--- config.mk ---
export PLATFORM = sky130hd
export DESIGN_NAME = spi_rategen_p
export DESIGN_NICKNAME = d
export VERILOG_FILES = /design/src/rtl/spi_rategen_p.sv
export SDC_FILE = /design/constraint.sdc
export NUM_CORES = 1
export LEC_CHECK = 0
export CAP_MARGIN = 30
export CORE_MARGIN = 4
export CORE_UTILIZATION = 59
export CTS_CLUSTER_DIAMETER = 50
export CTS_CLUSTER_SIZE = 16
export DETAILED_ROUTE_END_ITERATION = 10
export GPL_TIMING_DRIVEN = 0
export PLACE_DENSITY_LB_ADDON = 0.05
export SYNTH_ARGS = -nofsm -noshare
export SYNTH_HDL_FRONTEND = slang
export SYNTH_SLANG_ARGS = --single-unit
--- constraint.sdc ---
create_clock -name clk -period 3 [get_ports clk]
set_input_delay 0.6 -clock clk [delete_from_list [all_inputs] [get_ports clk]]
set_output_delay 0.6 -clock clk [all_outputs]
set_load 0.02 [all_outputs]
--- src/rtl/spi_rategen_p.sv ---
// spi_rategen_p: SPI SCK/strobe generator (clk/nrst, en/start, div/nbits/cpol/cpha config in; clk_out/sampling/update/busy/done out)
module spi_rategen_p #(
  parameter int DIV_W  = 8,
  parameter int BITS_W = 5
) (
  input  logic              clk,
  input  logic              nrst,
  input  logic              en,
  input  logic              start,
  input  logic [DIV_W-1:0]  div,
  input  logic [BITS_W-1:0] nbits,
  input  logic              cpol,
  input  logic              cpha,
  output logic              clk_out,
  output logic              sampling,
  output logic              update,
  output logic              busy,
  output logic              done
);
  typedef enum logic [1:0] {IDLE, RUN, TAIL} state_t;
  state_t state, state_n;
  logic [DIV_W-1:0] hcnt, hcnt_n, div_q;
  logic [BITS_W:0] ecnt, ecnt_n, last_e;
  logic [BITS_W-1:0] nbits_q;
  logic cpol_q, cpha_q, clk_n, smp_n, upd_n, done_n, hit, accept;
  assign last_e = {nbits_q, 1'b0};
  assign hit = hcnt == div_q;
  assign accept = state == IDLE && start && en;
  assign busy = state != IDLE;
  always_comb begin
    state_n = state;
    hcnt_n = hcnt;
    ecnt_n = ecnt;
    clk_n = clk_out;
    smp_n = 1'b0;
    upd_n = 1'b0;
    done_n = 1'b0;
    if (!en && state != IDLE) begin
      state_n = IDLE;
      hcnt_n = '0;
      ecnt_n = '0;
      clk_n = cpol_q;
    end else begin
      case (state)
        IDLE: begin
          clk_n = cpol;
          if (accept) begin
            hcnt_n = '0;
            ecnt_n = '0;
            state_n = nbits == '0 ? IDLE : RUN;
            done_n = nbits == '0;
            upd_n = nbits != '0 && !cpha;
          end
        end
        RUN: begin
          hcnt_n = hit ? '0 : hcnt + 1'b1;
          if (hit) begin
            ecnt_n = ecnt + 1'b1;
            clk_n = !clk_out;
            smp_n = ecnt_n[0] ^ cpha_q;
            upd_n = !smp_n && ecnt_n != last_e;
            state_n = ecnt_n == last_e ? TAIL : RUN;
          end
        end
        TAIL: begin
          clk_n = cpol_q;
          hcnt_n = hit ? '0 : hcnt + 1'b1;
          state_n = hit ? IDLE : TAIL;
          done_n = hit;
        end
        default: state_n = IDLE;
      endcase
    end
  end
  always_ff @(posedge clk) begin
    if (!nrst) begin
      state <= IDLE;
      hcnt <= '0;
      ecnt <= '0;
      clk_out <= 1'b0;
      sampling <= 1'b0;
      update <= 1'b0;
      done <= 1'b0;
      div_q <= '0;
      nbits_q <= '0;
      cpol_q <= 1'b0;
      cpha_q <= 1'b0;
    end else begin
      state <= state_n;
      hcnt <= hcnt_n;
      ecnt <= ecnt_n;
      clk_out <= clk_n;
      sampling <= smp_n;
      update <= upd_n;
      done <= done_n;
      if (accept) begin
        div_q <= div;
        nbits_q <= nbits;
        cpol_q <= cpol;
        cpha_q <= cpha;
      end
    end
  end
endmodule

==> run metrics, run 1 <==
crit-path max cell delay=640 ps; share of the synthesized area in the top cell type=0.366; most used cell along the critical path=sky130_fd_sc_hd__inv_1; total inserted antenna cells=0; time the worst path needs with I/O delays and setup=2610 ps; post-layout instance area=2250 sq um; maximum number of pins on one net before global-route repair=11; synthesized cell area=approximately 1900 sq um; Die Area=between 4000 and 5000 sq um; placement row count=20; post-detail-place hpwl=2.98 mm; Iter 0 DRT Violations=between 90 and 100; Crit path required time=around 2400 ps; final routed wirelength across all metal layers=3.99 mm; maximum clock insertion buffer count=2; DIE WIDTH=64.9 um; fraction of registers with async set/reset=0; placed insts=289; Leakage Power=approximately 0.93 nW; clk_lat worst skew=350 ps; min-delay worst type=register to register; Setup Total Neg Slack=0 ps; clock root buffer master=sky130_fd_sc_hd__clkbuf_4; Post-synth EDFFs=0; placeable core area=just over 3000 sq um; Net count, final=around 280; starting density of the core=0.622; placed instance area=2180 sq um; Syn. warnings=0; Total Power Consumption=about 1.4 mW; Worst VDD drop=roughly 430 uV; setup repair after global routing missed its margin=no; Max-Cap Viols=0; final cycle utilization of the critical path=0.869; Slowest cell on crit path=sky130_fd_sc_hd__clkdlybuf4s50_1; Slew Viols, Final=0; Die Y-Extent=about 65 um; initial antenna violation count=0; total power divided by cell area=601 nW/um^2; wire length of the first global-routing pass=6.79 mm; number of resized instances in the post-cts repair step=0; GRT Util Overall=0.207; top cell types by occurrence after synthesis=39 x sky130_fd_sc_hd__nand2_1, 35 x sky130_fd_sc_hd__dfxtp_1, 19 x sky130_fd_sc_hd__nor2_1, 19 x sky130_fd_sc_hd__xor2_1, 18 x sky130_fd_sc_hd__a21boi_0; status=finished clean; TritonCTS clock tree=done; most frequently used cell type in the post-synthesis netlist=sky130_fd_sc_hd__nand2_1; CTS Buf Count=5; portion of the post-synthesis area used by sequential elements=0.366; clock net sink count=35; hold-fix buffers at CTS=0; average size of a mapped cell=between 8 and 9 sq um; area leader, netlist=sky130_fd_sc_hd__dfxtp_1; remaining max-slew budget at the tightest pin=0.615; number of global-route vias before repair=1,554; non-filler cells in the finished layout=around 300; Final Hold Fails=0; drt wl/cell=13.4 um; Worst Clk Skew=between 15 and 20 ps; Cells after Synth=about 220; number of register bits inferred by synthesis=35; Top FF cell, synth=sky130_fd_sc_hd__dfxtp_1; WS Path Type=register to output port; top area cells in the synthesized netlist=sky130_fd_sc_hd__dfxtp_1 37%, sky130_fd_sc_hd__xor2_1 8.7%, sky130_fd_sc_hd__nand2_1 7.7%, sky130_fd_sc_hd__a21boi_0 7.1%, sky130_fd_sc_hd__ha_1 3.9%; distinct cell type count of the synthesized netlist=50; Port Buf Inserts=21; startpoint kind of the worst setup timing path=register; endpoint class of the critical path=output port; net count of the mapped netlist=249; Least-Margin Pin Slew=572 ps; # setup viols final=0; post-CTS repair timing setup buffer count=0; Clock H-tree levels=2; number of I/O pins=24; Vias/cell=5.61; Remaining DRCs=0; number of nets still failing antenna checks after routing=0; clock-pin transition on the worst setup and hold timing paths=roughly 110 ps; area growth from synthesis to final layout=17.5%; CP max FO=10; weighted congestion at the end of routability-driven global placement=0.833; router iterations before antenna repair=4; Worst EP arrival=2010 ps; Highest Clock Rate=about 380 MHz; detailed-route via count=1,665; Remaining Overflow, GRT=0; layout cell share with drive strength beyond 1=0.0830; worst-path cell chain=inv_1 -> ha_1 -> buf_2 -> inv_1 -> clkdlybuf4s50_1
## worst max-delay path: cells and delay by family (launching register included)
family                     cells  cell delay (ps)
adders and majority gates      1              200
buffers and inverters          4             1040
DFF                            1              410
## final cells by class
class	count	area, sq um
plain buffers	10	42.5
flip-flops and latches	35	701
fillers	252	831
well taps	44	55.1
inverters	5	18.8
repair buffers	21	210
clock buffers	8	68.8
multi-input cells	174	1150
## metal layers
metal	up-vias	wire length (um)	global-route usage
met5	-	0	0
met4	0	68	0.0844
met3	8	191	0.0624
met2	38	1930	0.351
met1	774	1800	0.242
li1	845	-	-
## state kept, by name, indices dropped and copies added, names as in the netlist
| register | flops |
|---|---|
| ecnt | 6 |
| cpol_q | 1 |
| clk_out | 1 |
| update | 1 |
| done | 1 |
| div_q | 8 |
| state | 2 |
| sampling | 1 |
| hcnt | 8 |
| nbits_q | 5 |
| cpha_q | 1 |
## cells by family after synthesis
family                   synth area share
AND/OR/NAND/NOR                     0.258
XOR/XNOR                           0.0961
multiplexers                       0.0118
flip-flops                          0.366
adder cells (fa/ha/maj)            0.0392
buffers and inverters              0.0320
AO/OA/AOI/OAI                       0.196
## layout by cell type (no fill, tap or decap), types with 3 or more instances in the layout
master	Yosys	final
sky130_fd_sc_hd__a21boi_0	18	18
sky130_fd_sc_hd__a21o_1	3	3
sky130_fd_sc_hd__a21oi_1	4	4
sky130_fd_sc_hd__and3_1	4	4
sky130_fd_sc_hd__buf_2	4	4
sky130_fd_sc_hd__clkbuf_1	5	6
sky130_fd_sc_hd__clkbuf_4	0	5
sky130_fd_sc_hd__clkdlybuf4s50_1	0	21
sky130_fd_sc_hd__dfxtp_1	35	35
sky130_fd_sc_hd__ha_1	6	6
sky130_fd_sc_hd__inv_1	5	5
sky130_fd_sc_hd__nand2_1	39	39
sky130_fd_sc_hd__nand3_1	7	7
sky130_fd_sc_hd__nand4_1	5	5
sky130_fd_sc_hd__nor2_1	19	19
sky130_fd_sc_hd__nor2b_1	4	4
sky130_fd_sc_hd__nor3_1	4	4
sky130_fd_sc_hd__o21ai_0	3	3
sky130_fd_sc_hd__xor2_1	19	19
## per-stage QoR
stage,hold WS [ps],worst slack [ps],util
2_1_floorplan,455,1170,-
3_3_place_gp,464,579,0.708
5_1_grt,503,296,0.730
4_1_cts,486,382,0.730
3_5_place_dp,471,550,0.708
6_report,481,394,0.730
## path summary, 6_finish.rpt
path | startpoint | to | slack [ps] | depth (start not counted)
min reg2reg | div_q[5] | div_q[5] | 480 | 2
max reg2reg | state[1] | ecnt[0] | 860 | 7
min | div_q[5] | div_q[5] | 480 | 2
max | state[1] | busy | 390 | 5
## power breakdown
part           internal, mW  switching (mW)
combinational         0.203           0.304
sequential            0.506          0.0423
clock                 0.138           0.158
(Power assumes the default switching activity.)
==> run 2: changes to the inputs <==
--- a/config.mk
+++ b/config.mk
@@ -12,7 +12,7 @@
 export CTS_CLUSTER_SIZE = 16
 export DETAILED_ROUTE_END_ITERATION = 10
 export GPL_TIMING_DRIVEN = 0
-export PLACE_DENSITY_LB_ADDON = 0.05
+export PLACE_DENSITY = 0.87
 export SYNTH_ARGS = -nofsm -noshare
 export SYNTH_HDL_FRONTEND = slang
 export SYNTH_SLANG_ARGS = --single-unit
==> run metrics, run 2 (same netlist as run 1, synthesis figures left out) <==
starting density of the core=0.622; number of filler cells placed in the layout=259; worst reg2reg setup slack=820 ps; final-layout worst hold slack=between 400 and 500 ps; registers with the most flip-flops=div_q: 8 flops, hcnt: 8 flops, ecnt: 6 flops; startpoint of the most critical setup path=state[0]; length in cells of the worst reg-to-reg path=7; Final Hold Fails=0; number of resized instances in the post-cts repair step=0; clock net sink count=35; WS Path Type=register to output port; Max-Cap Viols=0; GRT Util Overall=0.216; most common cell after layout, fill and taps aside=sky130_fd_sc_hd__nand2_1; Remaining DRCs=0; Worst EP arrival=1980 ps; number of I/O pins=24; Final Util=0.726; Worst VDD drop=518 uV; Leakage Power=0.923 nW; Net count, final=277; final cycle utilization of the critical path=0.859; startpoint kind of the worst setup timing path=register; Reg-to-Reg Start=state[1]; Highest Clock Rate=388 MHz; initial antenna violation count=0; final routed wirelength across all metal layers=4.11 mm; status=finished clean; total inserted antenna cells=0; total power divided by cell area=about 600 nW/um^2; layout cell share with drive strength beyond 1=0.0870; Port Buf Inserts=21; wire length of the first global-routing pass=just over 7 mm; maximum number of pins on one net before global-route repair=13; Remaining Overflow, GRT=0; Clock H-tree levels=2; DIE WIDTH=64.9 um; # setup viols final=0; detailed-route via count=1,658; time the worst path needs with I/O delays and setup=2580 ps; area of combinational cells with multiple inputs=1150 sq um; Setup Total Neg Slack=0 ps; CTS Buf Count=5; reg-to-reg critical path endpoint=ecnt[0]; Hold Crit Depth=2; hold-fix buffers at CTS=0; clock root buffer master=sky130_fd_sc_hd__clkbuf_4; post-detail-place hpwl=3.15 mm; Slew Viols, Final=0; number of nets still failing antenna checks after routing=0; Die Area=4220 sq um; Least-Margin Pin Slew=631 ps; drt wl/cell=~14 um; setup repair after global routing missed its margin=no; placeable core area=3080 sq um; post-placement worst setup slack=roughly 600 ps; fin worst setup slack=422 ps; post-CTS repair timing setup buffer count=0; number of global-route vias before repair=roughly 1,600; Crit path required time=2400 ps; end of the critical path=busy; maximum clock insertion buffer count=2; Vias/cell=5.58; Worst Clk Skew=12.3 ps; placement row count=20; clock-pin transition on the worst setup and hold timing paths=110 ps; router iterations before antenna repair=4; Die Y-Extent=64.9 um; Iter 0 DRT Violations=~120; weighted congestion at the end of routability-driven global placement=0.874; endpoint class of the critical path=output port; area growth from synthesis to final layout=16.9%; CP max FO=10; remaining max-slew budget at the tightest pin=0.576; TritonCTS clock tree=done; clk_lat worst skew=about 360 ps; most used cells in the layout excluding fill and tap cells=39 x sky130_fd_sc_hd__nand2_1, 35 x sky130_fd_sc_hd__dfxtp_1, 21 x sky130_fd_sc_hd__clkdlybuf4s50_1; min-delay worst type=register to register; Seq. cell area=701 sq um
-- run 2: cell count changes in the layout (fill, tap and decap cells not counted) --
cell / before / now
sky130_fd_sc_hd__clkbuf_8: 2 / 0
sky130_fd_sc_hd__clkbuf_1: 6 / 5
sky130_fd_sc_hd__clkinvlp_4: 0 / 2
sky130_fd_sc_hd__clkinv_2: 0 / 1
-- run 2: worst min-delay path by stage --
stage	startpoint	endpoint
2_1_floorplan	div_q[4]	div_q[4]
3_3_place_gp	div_q[0]	div_q[0]
3_5_place_dp	div_q[4]	div_q[4]
4_1_cts	div_q[4]	div_q[4]
5_1_grt	div_q[4]	div_q[4]
6_report	div_q[4]	div_q[4]
-- run 2: routing by layer --
metal / up-vias / global-route usage / routed length, um
li1: 845 / - / -
met1: 750 / 0.288 / 1930
met2: 53 / 0.330 / 1840
met3: 10 / 0.0347 / 240
met4: 0 / 0.124 / 101
met5: - / 0 / 0
-- run 2: area by class of cell --
class / count / area share
well taps: 44 / 0.0246
multi-input cells: 174 / 0.515
inverters: 5 / 0.00839
flip-flops and latches: 35 / 0.313
plain buffers: 10 / 0.0190
repair buffers: 21 / 0.0940
clock inverters: 3 / 0.00895
clock buffers: 5 / 0.0168
-- run 2: power by group --
group | internal, mW | switching (mW) | leakage, nW
logic | 0.202 | 0.309 | 0.611
registers | 0.506 | 0.0419 | 0.284
clock network | 0.0893 | 0.171 | 0.0272
total | 0.798 | 0.522 | 0.923
-- run 2: critical path: stages (launching register included) --
cell                              delay (ps)
sky130_fd_sc_hd__dfxtp_1                 400
sky130_fd_sc_hd__inv_1                    90
sky130_fd_sc_hd__ha_1                    210
sky130_fd_sc_hd__buf_2                   170
sky130_fd_sc_hd__inv_1                   140
sky130_fd_sc_hd__clkdlybuf4s50_1         620
-- run 2: stage by stage --
step	total power, mW	std cells	cell area (sq um)
2_1_floorplan	0.909	224	1910
3_3_place_gp	1.05	289	2180
3_5_place_dp	1.06	289	2180
4_1_cts	1.32	297	2240
5_1_grt	1.41	297	2240
6_report	1.32	297	2240
==> run 3: changes to the inputs <==
--- a/config.mk
+++ b/config.mk
@@ -13,6 +13,7 @@
 export DETAILED_ROUTE_END_ITERATION = 10
 export GPL_TIMING_DRIVEN = 0
 export PLACE_DENSITY = 0.87
+export SKIP_CTS_REPAIR_TIMING = 1
 export SYNTH_ARGS = -nofsm -noshare
 export SYNTH_HDL_FRONTEND = slang
 export SYNTH_SLANG_ARGS = --single-unit
==> results of run 3 <==
The final DEF is identical to that of run 2; final timing and power are the same.
